`config.mk`:
```
export PLATFORM = sky130hd
export DESIGN_NAME = serial_add_ctrl_flat
export DESIGN_NICKNAME = d
export VERILOG_FILES = /design/src/rtl/serial_add_ctrl_if.sv /design/src/rtl/serial_add_ctrl.sv /design/src/flat_wrapper.sv
export SDC_FILE = /design/constraint.sdc
export NUM_CORES = 1
export LEC_CHECK = 0
export ABC_AREA = 1
export CAP_MARGIN = 20
export CORE_MARGIN = 3
export CORE_UTILIZATION = 36
export CTS_CLUSTER_SIZE = 28
export DETAILED_ROUTE_END_ITERATION = 8
export PLACE_DENSITY = 0.6
export SETUP_SLACK_MARGIN = 0.15
export SLEW_MARGIN = 15
export SYNTH_ARGS = -nofsm -noshare
export SYNTH_HDL_FRONTEND = slang
export SYNTH_SLANG_ARGS = --single-unit
```
`constraint.sdc`:
```
create_clock -name clk -period 3.9 [get_ports clk]
set_clock_uncertainty 0.1 [all_clocks]
set_input_delay 0.39 -clock clk [delete_from_list [all_inputs] [get_ports clk]]
set_output_delay 0.39 -clock clk [all_outputs]
set_load 0.005 [all_outputs]
```
`src/rtl/serial_add_ctrl_if.sv`:
```
// serial_add_ctrl_if
// Bundles the requester handshake (start/done plus operands and result) and
// the time-shared 1-bit dual full-adder connection of serial_add_ctrl.
//   master : requester / environment view (drives request, models the adder)
//   slave  : controller view (serial_add_ctrl)
// Signals:
//   start, op_a, op_b, cin          request and operands
//   busy, done, result, cout        status and sum
//   mismatch                        sticky adder cross-check flag
//   add_a, add_b, add_cin           bit-slice operands to the adder pair
//   add_sum1, add_cout1             primary adder outputs
//   add_sum2, add_cout2             checked adder outputs
interface serial_add_ctrl_if #(
    parameter int WIDTH = 8
);
    logic             start;
    logic [WIDTH-1:0] op_a;
    logic [WIDTH-1:0] op_b;
    logic             cin;
    logic             busy;
    logic             done;
    logic [WIDTH-1:0] result;
    logic             cout;
    logic             mismatch;
    logic             add_a;
    logic             add_b;
    logic             add_cin;
    logic             add_sum1;
    logic             add_cout1;
    logic             add_sum2;
    logic             add_cout2;

    modport master (
        output start, op_a, op_b, cin,
        input  busy, done, result, cout, mismatch,
        input  add_a, add_b, add_cin,
        output add_sum1, add_cout1, add_sum2, add_cout2
    );

    modport slave (
        input  start, op_a, op_b, cin,
        output busy, done, result, cout, mismatch,
        output add_a, add_b, add_cin,
        input  add_sum1, add_cout1, add_sum2, add_cout2
    );
endinterface

```
`src/rtl/serial_add_ctrl.sv`:
```
// serial_add_ctrl
// Bit-serial WIDTH-bit adder sequencer. Feeds one operand bit per clock (LSB
// first) into an external dual-implementation 1-bit full adder, keeps the
// ripple carry in a flip-flop, assembles the sum from the primary outputs and
// flags any bit where the two adder implementations disagree.
// Ports:
//   clk   system clock, rising edge
//   rst   synchronous active-high reset
//   bus   serial_add_ctrl_if.slave (request/result handshake + adder link)
//
// state  | meaning
// -------+---------------------------------------------------------------
// IDLE   | waiting for start; adder inputs held at 0
// RUN    | one operand bit per cycle through the adder, WIDTH cycles
// DONE   | one-cycle done pulse, result/cout valid; back to IDLE
module serial_add_ctrl #(
    parameter int WIDTH = 8
) (
    input  logic            clk,
    input  logic            rst,
    serial_add_ctrl_if.slave bus
);
    localparam int CW = (WIDTH > 1) ? $clog2(WIDTH) : 1;

    localparam logic [1:0] S_IDLE = 2'd0;
    localparam logic [1:0] S_RUN  = 2'd1;
    localparam logic [1:0] S_DONE = 2'd2;

    localparam logic [CW-1:0] LAST_BIT = CW'(WIDTH - 1);

    logic [1:0]       state_q, state_d;
    logic [WIDTH-1:0] a_sh_q, a_sh_d;
    logic [WIDTH-1:0] b_sh_q, b_sh_d;
    logic [WIDTH-1:0] sum_sh_q, sum_sh_d;
    logic [WIDTH-1:0] result_q, result_d;
    logic [CW-1:0]    cnt_q, cnt_d;
    logic             carry_q, carry_d;
    logic             cout_q, cout_d;
    logic             mismatch_q, mismatch_d;

    logic [WIDTH-1:0] sum_next;
    logic             bit_err;
    logic             in_run;

    // Sum bits enter at the MSB and walk down, so after WIDTH shifts bit 0
    // of the result sits in position 0.
    assign sum_next = (sum_sh_q >> 1) | (WIDTH'(bus.add_sum1) << (WIDTH - 1));
    assign bit_err  = (bus.add_sum1 ^ bus.add_sum2) | (bus.add_cout1 ^ bus.add_cout2);
    assign in_run   = (state_q == S_RUN);

    always_comb begin
        state_d    = state_q;
        a_sh_d     = a_sh_q;
        b_sh_d     = b_sh_q;
        sum_sh_d   = sum_sh_q;
        result_d   = result_q;
        cnt_d      = cnt_q;
        carry_d    = carry_q;
        cout_d     = cout_q;
        mismatch_d = mismatch_q;

        case (state_q)
            S_IDLE: begin
                if (bus.start) begin
                    a_sh_d     = bus.op_a;
                    b_sh_d     = bus.op_b;
                    carry_d    = bus.cin;
                    sum_sh_d   = '0;
                    cnt_d      = '0;
                    mismatch_d = 1'b0;
                    state_d    = S_RUN;
                end
            end
            S_RUN: begin
                sum_sh_d   = sum_next;
                carry_d    = bus.add_cout1;
                a_sh_d     = a_sh_q >> 1;
                b_sh_d     = b_sh_q >> 1;
                mismatch_d = mismatch_q | bit_err;
                cnt_d      = cnt_q + CW'(1);
                if (cnt_q == LAST_BIT) begin
                    result_d = sum_next;
                    cout_d   = bus.add_cout1;
                    cnt_d    = '0;
                    state_d  = S_DONE;
                end
            end
            S_DONE: begin
                state_d = S_IDLE;
            end
            default: begin
                state_d = S_IDLE;
            end
        endcase
    end

    always_ff @(posedge clk) begin
        if (rst) begin
            state_q    <= S_IDLE;
            a_sh_q     <= '0;
            b_sh_q     <= '0;
            sum_sh_q   <= '0;
            result_q   <= '0;
            cnt_q      <= '0;
            carry_q    <= 1'b0;
            cout_q     <= 1'b0;
            mismatch_q <= 1'b0;
        end else begin
            state_q    <= state_d;
            a_sh_q     <= a_sh_d;
            b_sh_q     <= b_sh_d;
            sum_sh_q   <= sum_sh_d;
            result_q   <= result_d;
            cnt_q      <= cnt_d;
            carry_q    <= carry_d;
            cout_q     <= cout_d;
            mismatch_q <= mismatch_d;
        end
    end

    assign bus.busy     = in_run;
    assign bus.done     = (state_q == S_DONE);
    assign bus.result   = result_q;
    assign bus.cout     = cout_q;
    assign bus.mismatch = mismatch_q;
    assign bus.add_a    = in_run & a_sh_q[0];
    assign bus.add_b    = in_run & b_sh_q[0];
    assign bus.add_cin  = in_run & carry_q;
endmodule

```
`src/flat_wrapper.sv`:
```
// flat-port wrapper written by rule: the top's interface ports become plain ports
module serial_add_ctrl_flat 
#(
    parameter int WIDTH = 8
)
  (clk, rst, bus_start, bus_op_a, bus_op_b, bus_cin, bus_busy, bus_done, bus_result, bus_cout, bus_mismatch, bus_add_a, bus_add_b, bus_add_cin, bus_add_sum1, bus_add_cout1, bus_add_sum2, bus_add_cout2);
  serial_add_ctrl_if #(.WIDTH(WIDTH)) bus_i ();
  input  logic clk;
  input  logic rst;
  input wire logic [$bits(bus_i.start)-1:0] bus_start;
  input wire logic [$bits(bus_i.op_a)-1:0] bus_op_a;
  input wire logic [$bits(bus_i.op_b)-1:0] bus_op_b;
  input wire logic [$bits(bus_i.cin)-1:0] bus_cin;
  output wire logic [$bits(bus_i.busy)-1:0] bus_busy;
  output wire logic [$bits(bus_i.done)-1:0] bus_done;
  output wire logic [$bits(bus_i.result)-1:0] bus_result;
  output wire logic [$bits(bus_i.cout)-1:0] bus_cout;
  output wire logic [$bits(bus_i.mismatch)-1:0] bus_mismatch;
  output wire logic [$bits(bus_i.add_a)-1:0] bus_add_a;
  output wire logic [$bits(bus_i.add_b)-1:0] bus_add_b;
  output wire logic [$bits(bus_i.add_cin)-1:0] bus_add_cin;
  input wire logic [$bits(bus_i.add_sum1)-1:0] bus_add_sum1;
  input wire logic [$bits(bus_i.add_cout1)-1:0] bus_add_cout1;
  input wire logic [$bits(bus_i.add_sum2)-1:0] bus_add_sum2;
  input wire logic [$bits(bus_i.add_cout2)-1:0] bus_add_cout2;
  assign bus_i.start = bus_start;
  assign bus_i.op_a = bus_op_a;
  assign bus_i.op_b = bus_op_b;
  assign bus_i.cin = bus_cin;
  assign bus_busy = bus_i.busy;
  assign bus_done = bus_i.done;
  assign bus_result = bus_i.result;
  assign bus_cout = bus_i.cout;
  assign bus_mismatch = bus_i.mismatch;
  assign bus_add_a = bus_i.add_a;
  assign bus_add_b = bus_i.add_b;
  assign bus_add_cin = bus_i.add_cin;
  assign bus_i.add_sum1 = bus_add_sum1;
  assign bus_i.add_cout1 = bus_add_cout1;
  assign bus_i.add_sum2 = bus_add_sum2;
  assign bus_i.add_cout2 = bus_add_cout2;
  serial_add_ctrl #(.WIDTH(WIDTH)) u_core (.clk(clk), .rst(rst), .bus(bus_i));
endmodule
```
* After elaboration in Yosys (flattened, before gate mapping)
Index checks and enable logic that the tools add are counted.
Cells by class: reduce and logical (&&, ||, !) cells 5, add/subtract/negate cells 1, bitwise logic cells 8, mux-type cells 16, eq/ne operators 5
Operators by type and width (number):
- $pmux 8 s2 | 3
- $mux 8 | 3
- $or 7x8->8 | 1
- $mux 3 | 2
- $pmux 3 s2 | 1
- $reduce_and 2->1 | 3
- $mux 2 | 2
- $ne 2x2->1 const B | 2
- $pmux 1 s2 | 2
- $pmux 2 s2 | 1
- $add 3x1->3 const B | 1
- $and 1x1->1 | 3
- $eq 3x3->1 const B | 1
- $eq 2x1->1 const B | 1
- $eq 2x2->1 const B | 1
- $logic_not 2->1 | 1
- $mux 1 | 2
- $or 1x1->1 | 2
- $reduce_bool 2->1 | 1
- $xor 1x1->1 | 2
Storage, ports and cells: word-level logic and storage cells 44, bits in registers 40, output and inout bits 15

* Longest topological paths before layout
Gate-level depths: netlist of run 1.
depth after elaboration 4, gate-level depth with buffers 9

* Worst setup path after synthesis of run 1
No wires, ideal clock.
kind flip-flop to flip-flop, start point register u_core.cnt_q[0], end point register u_core.cout_q, in the netlist u_core.bus.cout, cell stages (with the launch flop) 8, data required time 3.684 ns, path slack 2.456 ns, arrival time 1.228 ns, buffers on the path 0, cell sequence dfxtp_1 ha_1 ha_1 nand2_1 nor2_4 clkinv_1 nor2_1 nor2_1
On the way: cells in the longest elaborated chain, start to end 2
Ends and longest elaborated chain:
- from (decl) | RTL line serial_add_ctrl.sv:36 | logic [CW-1:0] cnt_q, cnt_d;
- from (signal assigned) | RTL line serial_add_ctrl.sv:114 | cnt_q <= cnt_d;
- $eq 3x3->1 | RTL line serial_add_ctrl.sv:81 | if (cnt_q == LAST_BIT) begin
- $reduce_and 2->1 (no line)
- to (signal assigned) | RTL line serial_add_ctrl.sv:116 | cout_q <= cout_d;
- to (decl) | RTL line serial_add_ctrl.sv:38 | logic cout_q, cout_d;
No other way between the ends. A chain may end at the register's enable or synchronous reset.

* Final worst setup path of run 1
start point register u_core.state_q[1], end point output bus_busy
On the way: cells in the longest elaborated chain, start to end 1
Ends and longest elaborated chain:
- from (decl) | RTL line serial_add_ctrl.sv:31 | logic [1:0] state_q, state_d;
- from (signal assigned) | RTL line serial_add_ctrl.sv:109 | state_q <= state_d;
- $eq 2x1->1 | RTL line serial_add_ctrl.sv:49 | assign in_run = (state_q == S_RUN);
- to (decl) | RTL line flat_wrapper.sv:14 | output wire logic [$bits(bus_i.busy)-1:0] bus_busy;
No other way between the ends.

==> results.md, run 1 <==
- Total track usage: 0.136
- Worst-skew pair later-pin latency: 0.29 ns
- RSZ-0062 raised after global routing: false
- CP max FO: 24
- Port bufs: 38
- IO Pins: 39
- Worst reg-to-reg setup slack: 2.04 ns
- Cells after Synth: 231
- Pwr per Cell Area: 384 nW/um^2
- Min-delay worst type: reg2reg
- # setup viols final: 0
- Commonest cells after routing, fill and taps aside: nand2_1 (91), dfxtp_1 (39), clkdlybuf4s50_1 (38), nor2_1 (32), a21oi_1 (26)
- Commonest non-fill, non-tap cell in the layout: nand2_1
- Area Overhead vs Synth: 29.1%
- Util after Layout: 0.504
- Pleak: 0.000889 uW
- Total grt overflow: 0
- Relative max-transition margin: 0.733
- Reg-to-Reg End: u_core.a_sh_q[3]
- Root buf cell: clkbuf_8
- Fin nets: 292
- Initial antenna violation count: 0
- Design Power: 807 uW
- HPWL after DPL: 2200 um
- Filler cell count: 438
- Hold Crit Start: u_core.cnt_q[0]
- Avg Vias per Cell: 4.59
- Worst-margin pin slew: 0.399 ns
- Die span in x: 73.3 um
- Final min period: 2.41 ns
- Synth top area share: 0.479
- Worst vdd ir: 0.000254 V
- CP cell instances: inv_2, nand2_2, inv_2, clkdlybuf4s50_1
- FMAX: 414 MHz
- Max-Cap Viols: 0
- Final hold vios: 0
- Die Footprint: 5370 sq um
- Hold Path Cell Cnt: 1
- Cts repair resizes: 0
- TritonCTS clock tree: yes
- Largest net degree at the start of global routing: 29
- Initial Utilization: 0.390
- Fin. max-slew vios: 0
- Core area: 4170 sq um
- Final worst-path cycle share: 0.619
- RR Startpoint: u_core.state_q[1]
- Hold Buf Count CTS: 0
- Clk slew on worst S/H paths: 0.08 ns
- Vias in the first global route: 1309
- Routed vias: 1454
- DRT iter0 DRCs: 89
- Netlist Area Pre-Place: 1630 sq um
- Total negative slack: 0 ns
- Post-synth cell types: 17
- Worst path slowest cell: clkdlybuf4s50_1
- Routed wire length: 3380 um
- # DRC: 0
- Clock sinks: 39
- Buffer count from post-CTS setup fixing: 0
- Syn avg cell area: 7.05 sq um
- Reg2Reg Depth: 6
- Post-Syn Nets: 257
- WL per Instance: 10.7 um
- Area contributors post-synth: dfxtp_1 (48%), nand2_1 (21%), a21oi_1 (8.0%)
- CTS Buffer Depth: 2
- Outcome: finished, final reports clean
- H-tree levels: 2
- Critical Setup Path Class: reg2out
- Die Y: 73.3 um
- Register area share after synthesis: 0.479
- Most used cell, CP: inv_2
- Critical path's largest stage delay: 0.58 ns
- First-pass GRT wire length: 5750 um
- Site row count: 23
- Worst Setup Start Kind: flip-flop
- Yosys reg bits: 39
- Ant diodes: 0
- Worst EP required: 3.41 ns
- Critical path arrival: 1.92 ns
- Hold endpoint: u_core.cnt_q[0]
- Synth area leader: dfxtp_1
- Synthesis Warnings: 0
- Num CTS Buffers: 5
- Gpl congestion: 0.730
- Detail Route Antenna Nets: 0
- Initial DRT Pass Iterations: 4
- Fraction of layout cells with a size suffix above 1: 0.0562
- Critical path endpoint category: output pin
worst max path at each step:
| stage | startpoint | to | slack, ns | depth (start not counted) |
|---|---|---|---|---|
| 2_1_floorplan | u_core.cnt_q[0] | u_core.bus.cout | 2.46 | 7 |
| 3_3_place_gp | u_core.state_q[1] | bus_busy | 1.80 | 4 |
| 3_5_place_dp | u_core.state_q[0] | bus_busy | 1.76 | 3 |
| 4_1_cts | u_core.state_q[0] | bus_busy | 1.44 | 3 |
| 5_1_grt | u_core.state_q[0] | bus_busy | 1.32 | 3 |
| 6_report | u_core.state_q[1] | bus_busy | 1.49 | 4 |
cell families after synthesis:
kind of cell / count (synthesis) / share of synthesized area
adder cells (fa/ha/maj): 2 / 0.0154
AO/OA/AOI/OAI: 40 / 0.123
XOR/XNOR: 2 / 0.0108
buffers and inverters: 21 / 0.0699
AND/OR/NAND/NOR: 127 / 0.302
flip-flops: 39 / 0.479
flip-flops by register name (all words and copies together) (netlist names):
register             flops
u_core.b_sh_q            8
u_core.cnt_q             3
u_core.sum_sh_q          7
u_core.state_q           2
u_core.bus.cout          1
u_core.carry_q           1
u_core.bus.mismatch      1
u_core.a_sh_q            8
u_core.bus.result        8
where the power goes:
group	leakage, uW	internal (uW)	switching, uW
sequential	0.000318	413	7.79
clock	0.0000515	161	134
combinational	0.000519	43.7	47.0
total	0.000889	618	189
critical path: cells and delay by family, from the launching register on:
kind                   cells  cell delay (ns)
buffers and inverters      3             1.06
DFF                        1             0.35
and+or+nand+nor            1             0.22
cell usage after synthesis, drive strengths merged:
cell,count
nand2,94
o21ai,14
dfxtp,39
inv,9
buf,8
clkbuf,3
xnor2,2
nor2,33
a21oi,26
clkinv,1
ha,2
metrics by stage:
step                hold WS [ns]  instance area [sq um]  setup slack, ns  cells
floorplan                  0.329                   1630             2.46    231
global placement           0.349                   2000             1.80    309
detailed placement         0.353                   2000             1.76    309
CTS                        0.364                   2100             1.44    317
global route               0.379                   2100             1.32    317
finish                     0.361                   2100             1.49    317
layout make-up:
type	instances	area [sq um]	share of cell area
Clock buffer	8	100	0.0476
Sequential cell	39	781	0.371
Timing Repair Buffer	39	388	0.184
Tap cell	50	62.6	0.0297
Inverter	10	37.5	0.0178
Multi-Input combinational cell	171	734	0.349
per-layer routing:
layer	up-vias	wire [um]	GRT usage
met3	7	206	0.0369
met1	628	1690	0.184
li1	788	-	-
met4	0	57	0.0574
met2	31	1430	0.203
met5	-	0	0
No activity file was read; power rests on OpenSTA's default activity.
==> run 2: changes to the inputs <==
Settings changed: PLACE_DENSITY 0.6 to 0.62.
Clock period 3.9 ns to 2.2 ns, I/O delays scaled along.
==> run 2 against run 1 <==
Core utilization rose by 0.12 points; register-to-register slack worse by 1.6 ns; cell area up 0.24%; power is 72% higher; clock power is 59% higher; cell count grew 0.63%; count of clock-buffer cells in the layout is 2 lower; critical path depth shrank 1; critical path type unchanged.
==> results.md, run 2 (synthesis gave the netlist of run 1 again) <==
- First-pass GRT wire length: 6120 um (+6.5%)
- Max-Cap Viols: 0 (unchanged)
- Clock sinks: 39 (unchanged)
- Avg Vias per Cell: 4.74 (+3.3%)
- Vias in the first global route: 1349 (+3.1%)
- Root buf cell: clkbuf_8
- RSZ-0062 raised after global routing: false
- Total negative slack: 0 ns (unchanged)
- Num CTS Buffers: 5 (unchanged)
- Pwr per Cell Area: 658 nW/um^2 (+71%)
- FMAX: 536 MHz
- Die span in x: 73.3 um (unchanged)
- Critical path endpoint category: output pin
- Routed wire length: 3630 um (+7.6%)
- Initial DRT Pass Iterations: 4 (unchanged)
- CTS Buffer Depth: 2 (unchanged)
- Critical path arrival: 1.55 ns (-0.37 ns)
- Commonest cells after routing, fill and taps aside: nand2_1 (91), dfxtp_1 (39), clkdlybuf4s50_1 (38), nor2_1 (32), a21oi_1 (26)
- Total grt overflow: 0 (unchanged)
- Die Footprint: 5370 sq um (unchanged)
- Hold Path Cell Cnt: 2 (+1)
- Reg-to-Reg End: u_core.bus.result[1]
- Final worst-path cycle share: 0.848
- Worst reg-to-reg setup slack: 0.47 ns (-1.57 ns)
- Ant diodes: 0 (unchanged)
- Commonest non-fill, non-tap cell in the layout: nand2_1
- Routed vias: 1512 (+4.0%)
- Total track usage: 0.148 (+0.0121)
- Fraction of layout cells with a size suffix above 1: 0.0632 (+0.00702)
- Hold Buf Count CTS: 0 (unchanged)
- Critical Setup Path Class: reg2out
- Site row count: 23 (unchanged)
- Final hold vios: 0 (unchanged)
- Hold_ws: 0.365 ns (+0.00372 ns)
- Final worst slack: 0.334 ns (-1.15 ns)
- Core area: 4170 sq um (unchanged)
- DRT iter0 DRCs: 103 (+16%)
- Fin. max-slew vios: 0 (unchanged)
- Initial antenna violation count: 0 (unchanged)
- IO Pins: 39 (unchanged)
- Hold Crit Start: u_core.a_sh_q[4]
- RR Startpoint: u_core.cnt_q[0]
- Final min period: 1.87 ns
- Critical path's largest stage delay: 0.50 ns (-0.08 ns)
- CP max FO: 20 (-17%)
- TritonCTS clock tree: yes
- Worst EP required: 1.88 ns (-1.53 ns)
- Worst-margin pin slew: 0.484 ns (+0.0850 ns)
- Fin nets: 294 (+0.68%)
- Hold endpoint: u_core.a_sh_q[4]
- Relative max-transition margin: 0.676 (-0.0573)
- Detail Route Antenna Nets: 0 (unchanged)
- Pleak: 0.000889 uW (about the same)
- CP cell instances: nand2_4, nor2_1, clkdlybuf4s50_1
- Area Overhead vs Synth: 29.4%
- Worst-skew pair later-pin latency: 0.29 ns (about the same)
- Clk slew on worst S/H paths: 0.08 ns (about the same)
- # setup viols final: 0 (unchanged)
- Worst path slowest cell: clkdlybuf4s50_1
- Worst Setup Start Kind: flip-flop
- WL per Instance: 11.4 um (+6.9%)
- Worst vdd ir: 0.000388 V (+53%)
- Gpl congestion: 0.761 (+4.2%)
- Outcome: finished, final reports clean
- H-tree levels: 2 (unchanged)
- Initial Utilization: 0.390 (unchanged)
- Die Y: 73.3 um (unchanged)
- HPWL after DPL: 2470 um (+12%)
- Largest net degree at the start of global routing: 25 (-14%)
- Min-delay worst type: reg2reg
- Dpl ws: 0.498 ns (-1.27 ns)
- # DRC: 0 (unchanged)
- Reg2Reg Depth: 7 (+1)
- Design Power: 1390 uW (+72%)
- Port bufs: 38 (unchanged)
-- run 2: cell count changes in the layout (fill, tap and decap cells not counted) --
cell / before / now
buf_4: 1 / 3
clkbuf_8: 7 / 5
clkinv_2: 0 / 1
clkinvlp_4: 0 / 1
nand2_2: 3 / 2
nand2_4: 0 / 1
-- run 2: per-stage QoR --
stage               instances  utilization  instance area [sq um]
floorplan                 231            -                   1630
global placement          311        0.484                   2020
detailed placement        311        0.484                   2020
CTS                       319        0.504                   2100
global route              319        0.505                   2110
finish                    319        0.505                   2110
-- run 2: worst max path at each step --
stage / from / endpoint / slack, ns / cells after the start
5_1_grt: u_core.state_q[0] / bus_add_b / 0.20 / 3
3_3_place_gp: u_core.state_q[0] / bus_add_cin / 0.51 / 3
4_1_cts: u_core.state_q[0] / bus_add_b / 0.19 / 3
3_5_place_dp: rst / u_core.bus.result[0] / 0.50 / 4
6_report: u_core.state_q[0] / bus_add_b / 0.33 / 3
2_1_floorplan: u_core.cnt_q[0] / u_core.bus.cout / 0.76 / 7
-- run 2: layout make-up --
class | count | area (sq um)
Timing Repair Buffer | 41 | 403
Inverter | 10 | 37.5
Fill cell | 443 | 2060
Tap cell | 50 | 62.6
Multi-Input combinational cell | 171 | 739
Clock buffer | 6 | 72.6
Sequential cell | 39 | 781
Clock inverter | 2 | 12.5
-- run 2: repair_timing --
action,4_1_cts,5_1_grt
resized for setup,0,1
buffers inserted,0,0
endpoints found under the setup margin,0,4
-- run 2: layer usage --
| layer | up-vias | wire length [um] | GRT usage | part of all wire |
|---|---|---|---|---|
| met2 | 35 | 1680 | 0.229 | 0.46 |
| met3 | 6 | 184 | 0.0328 | 0.051 |
| met5 | - | 0 | 0 | 0 |
| li1 | 792 | - | - | - |
| met4 | 0 | 68 | 0.0676 | 0.019 |
| met1 | 679 | 1700 | 0.196 | 0.47 |
-- run 2: critical path, delay by kind of cell (launching register included) --
| kind | cells | cell delay [ns] |
|---|---|---|
| buf+inv | 1 | 0.50 |
| simple gates | 2 | 0.30 |
| flops | 1 | 0.44 |
-- run 2: where the power goes --
group,leakage (uW),internal [uW],total (uW),switching (uW)
clock,0.0000412,222,472,251
combinational,0.000530,81.3,167,85.7
sequential,0.000318,732,747,15.1
==> run 3: changes to the inputs <==
Settings changed: PLACE_DENSITY 0.62 to 0.6.
Clock period 2.2 ns to 1.8 ns, I/O delays scaled along.
==> run 3 against run 2 <==
Global-route usage unchanged; sequential share of layout area decreased by 0.89 points; first-iteration DRC count increased by 6.8%; cell area increased by 3.4%; worst setup slack got worse by 0.12 ns; critical endpoint is now bus_done; highest routed layer unchanged.
==> results.md, run 3 (synthesis gave the netlist of run 1 again) <==
- Outcome: finished, final reports clean
- Pwr per Cell Area: 773 nW/um^2 (+18%)
- Reg2Reg Depth: 7 (unchanged)
- RR Startpoint: u_core.cnt_q[0]
- FMAX: 630 MHz
- Final hold vios: 0 (unchanged)
- Area Overhead vs Synth: 33.9%
- Util after Layout: 0.523 (+0.0174)
- Initial Utilization: 0.390 (unchanged)
- Detail Route Antenna Nets: 0 (unchanged)
- Root buf cell: clkbuf_8
- Filler cell count: 416 (-6.1%)
- Fraction of layout cells with a size suffix above 1: 0.0942 (+0.0310)
- Initial DRT Pass Iterations: 4 (unchanged)
- Hold_ws: 0.357 ns (-0.00760 ns)
- RSZ-0062 raised after global routing: false
- CP endpoint: bus_done
- Final worst-path cycle share: 0.882
- Fin. max-slew vios: 0 (unchanged)
- Fin nets: 301 (+2.4%)
- H-tree levels: 2 (unchanged)
- Min-delay worst type: reg2reg
- Worst vdd ir: 0.000578 V (+49%)
- Clk slew on worst S/H paths: 0.07 ns (about the same)
- Gpl congestion: 0.751 (-1.3%)
- Die Y: 73.3 um (unchanged)
- HPWL after DPL: 2390 um (-3.2%)
- Area of the multi-input gates: 748 sq um (+1.2%)
- Final min period: 1.59 ns
- WL per Instance: 11.3 um (-0.75%)
- # setup viols final: 0 (unchanged)
- IO Pins: 39 (unchanged)
- Worst EP required: 1.52 ns (-0.36 ns)
- CP max FO: 3 (-85%)
- Max-Cap Viols: 0 (unchanged)
- Design Power: 1690 uW (+22%)
- Critical path endpoint category: output pin
- Relative max-transition margin: 0.719 (+0.0430)
- Seq. cell area: 788 sq um (+0.96%)
- # DRC: 0 (unchanged)
- Ant diodes: 0 (unchanged)
- Total track usage: 0.148 (unchanged)
- Worst reg-to-reg setup slack: 0.30 ns (-0.17 ns)
- Vias in the first global route: 1396 (+3.5%)
- Clock sinks: 39 (unchanged)
- Total negative slack: 0 ns (unchanged)
- Reg-to-Reg End: u_core.bus.result[1]
- Initial antenna violation count: 0 (unchanged)
- Critical Setup Path Class: reg2out
- DRT iter0 DRCs: 110 (+6.8%)
- CTS Buffer Depth: 2 (unchanged)
- Routed vias: 1489 (-1.5%)
- Total grt overflow: 0 (unchanged)
- Commonest cells after routing, fill and taps aside: nand2_1 (91), dfxtp_1 (37), clkdlybuf4s50_1 (34), nor2_1 (32), a21oi_1 (26)
- Num CTS Buffers: 5 (unchanged)
- First-pass GRT wire length: 6270 um (+2.4%)
- Die span in x: 73.3 um (unchanged)
- TritonCTS clock tree: yes
- Pleak: 0.000970 uW (+9.1%)
- Core area: 4170 sq um (unchanged)
- Routed wire length: 3690 um (+1.4%)
- Critical path arrival: 1.31 ns (-0.24 ns)
- Largest net degree at the start of global routing: 28 (+12%)
- Die Footprint: 5370 sq um (unchanged)
- CP Launch Point: u_core.state_q[1]
- Port bufs: 38 (unchanged)
- Finished Layout Cells: 326 (+2.2%)
- Hold Buf Count CTS: 0 (unchanged)
- Commonest non-fill, non-tap cell in the layout: nand2_1
- Placed instance count: 313 (+0.64%)
- Worst-skew pair later-pin latency: 0.28 ns (about the same)
- Avg Vias per Cell: 4.57 (-3.6%)
- Site row count: 23 (unchanged)
- Worst-margin pin slew: 0.421 ns (-0.0636 ns)
- Worst Setup Start Kind: flip-flop
[run 3: cell type report]
cell class | count | share of cell area
multi-input cells | 171 | 0.343
flip-flops and latches | 39 | 0.361
clock inverters | 1 | 0.00229
well taps | 50 | 0.0287
inverters | 10 | 0.0195
repair buffers | 48 | 0.210
clock buffers | 7 | 0.0350
[run 3: how the worst min path moves through the flow]
stage / start / end / slack [ns] / depth (start not counted)
finish: u_core.cnt_q[0] / u_core.cnt_q[0] / 0.36 / 1
global placement: u_core.cnt_q[0] / u_core.cnt_q[0] / 0.34 / 1
floorplan: bus_add_cout1 / u_core.bus.cout / 0.21 / 2
CTS: u_core.cnt_q[0] / u_core.cnt_q[0] / 0.36 / 1
global route: u_core.b_sh_q[1] / u_core.b_sh_q[1] / 0.38 / 2
detailed placement: u_core.cnt_q[0] / u_core.cnt_q[0] / 0.35 / 1
[run 3: per-stage QoR]
| step | instance area (sq um) | setup slack, ns |
|---|---|---|
| final | 2180 | 0.212 |
| after global routing | 2180 | 0.155 |
| after CTS | 2160 | 0.108 |
| after detailed placement | 2030 | 0.0989 |
| after global placement | 2030 | 0.176 |
| after floorplan | 1630 | 0.356 |
[run 3: worst max-delay path, stage by stage (launching register included)]
cell             delay (ns)
dfxtp_4                0.38
inv_4                  0.05
nor2_1                 0.09
clkdlybuf4s50_1        0.51
[run 3: where the power goes]
group          total (uW)  switching, uW  internal, uW  leakage, uW
combinational         213            107           106     0.000608
clock                 561            289           272    0.0000422
sequential            912           18.6           894     0.000319
total                1690            414          1270     0.000970
[run 3: per-layer routing]
metal | GRT usage | vias up | share of wire
met5 | 0 | - | 0
li1 | - | 813 | -
met2 | 0.222 | 38 | 0.43
met4 | 0.0553 | 0 | 0.011
met1 | 0.205 | 634 | 0.50
met3 | 0.0356 | 4 | 0.056
[run 3: repair_timing]
item,CTS,global route
gates resized for setup,10,3
pin swaps,0,1
endpoints found under the setup margin,13,11
cloned,0,0
setup buffers,3,2
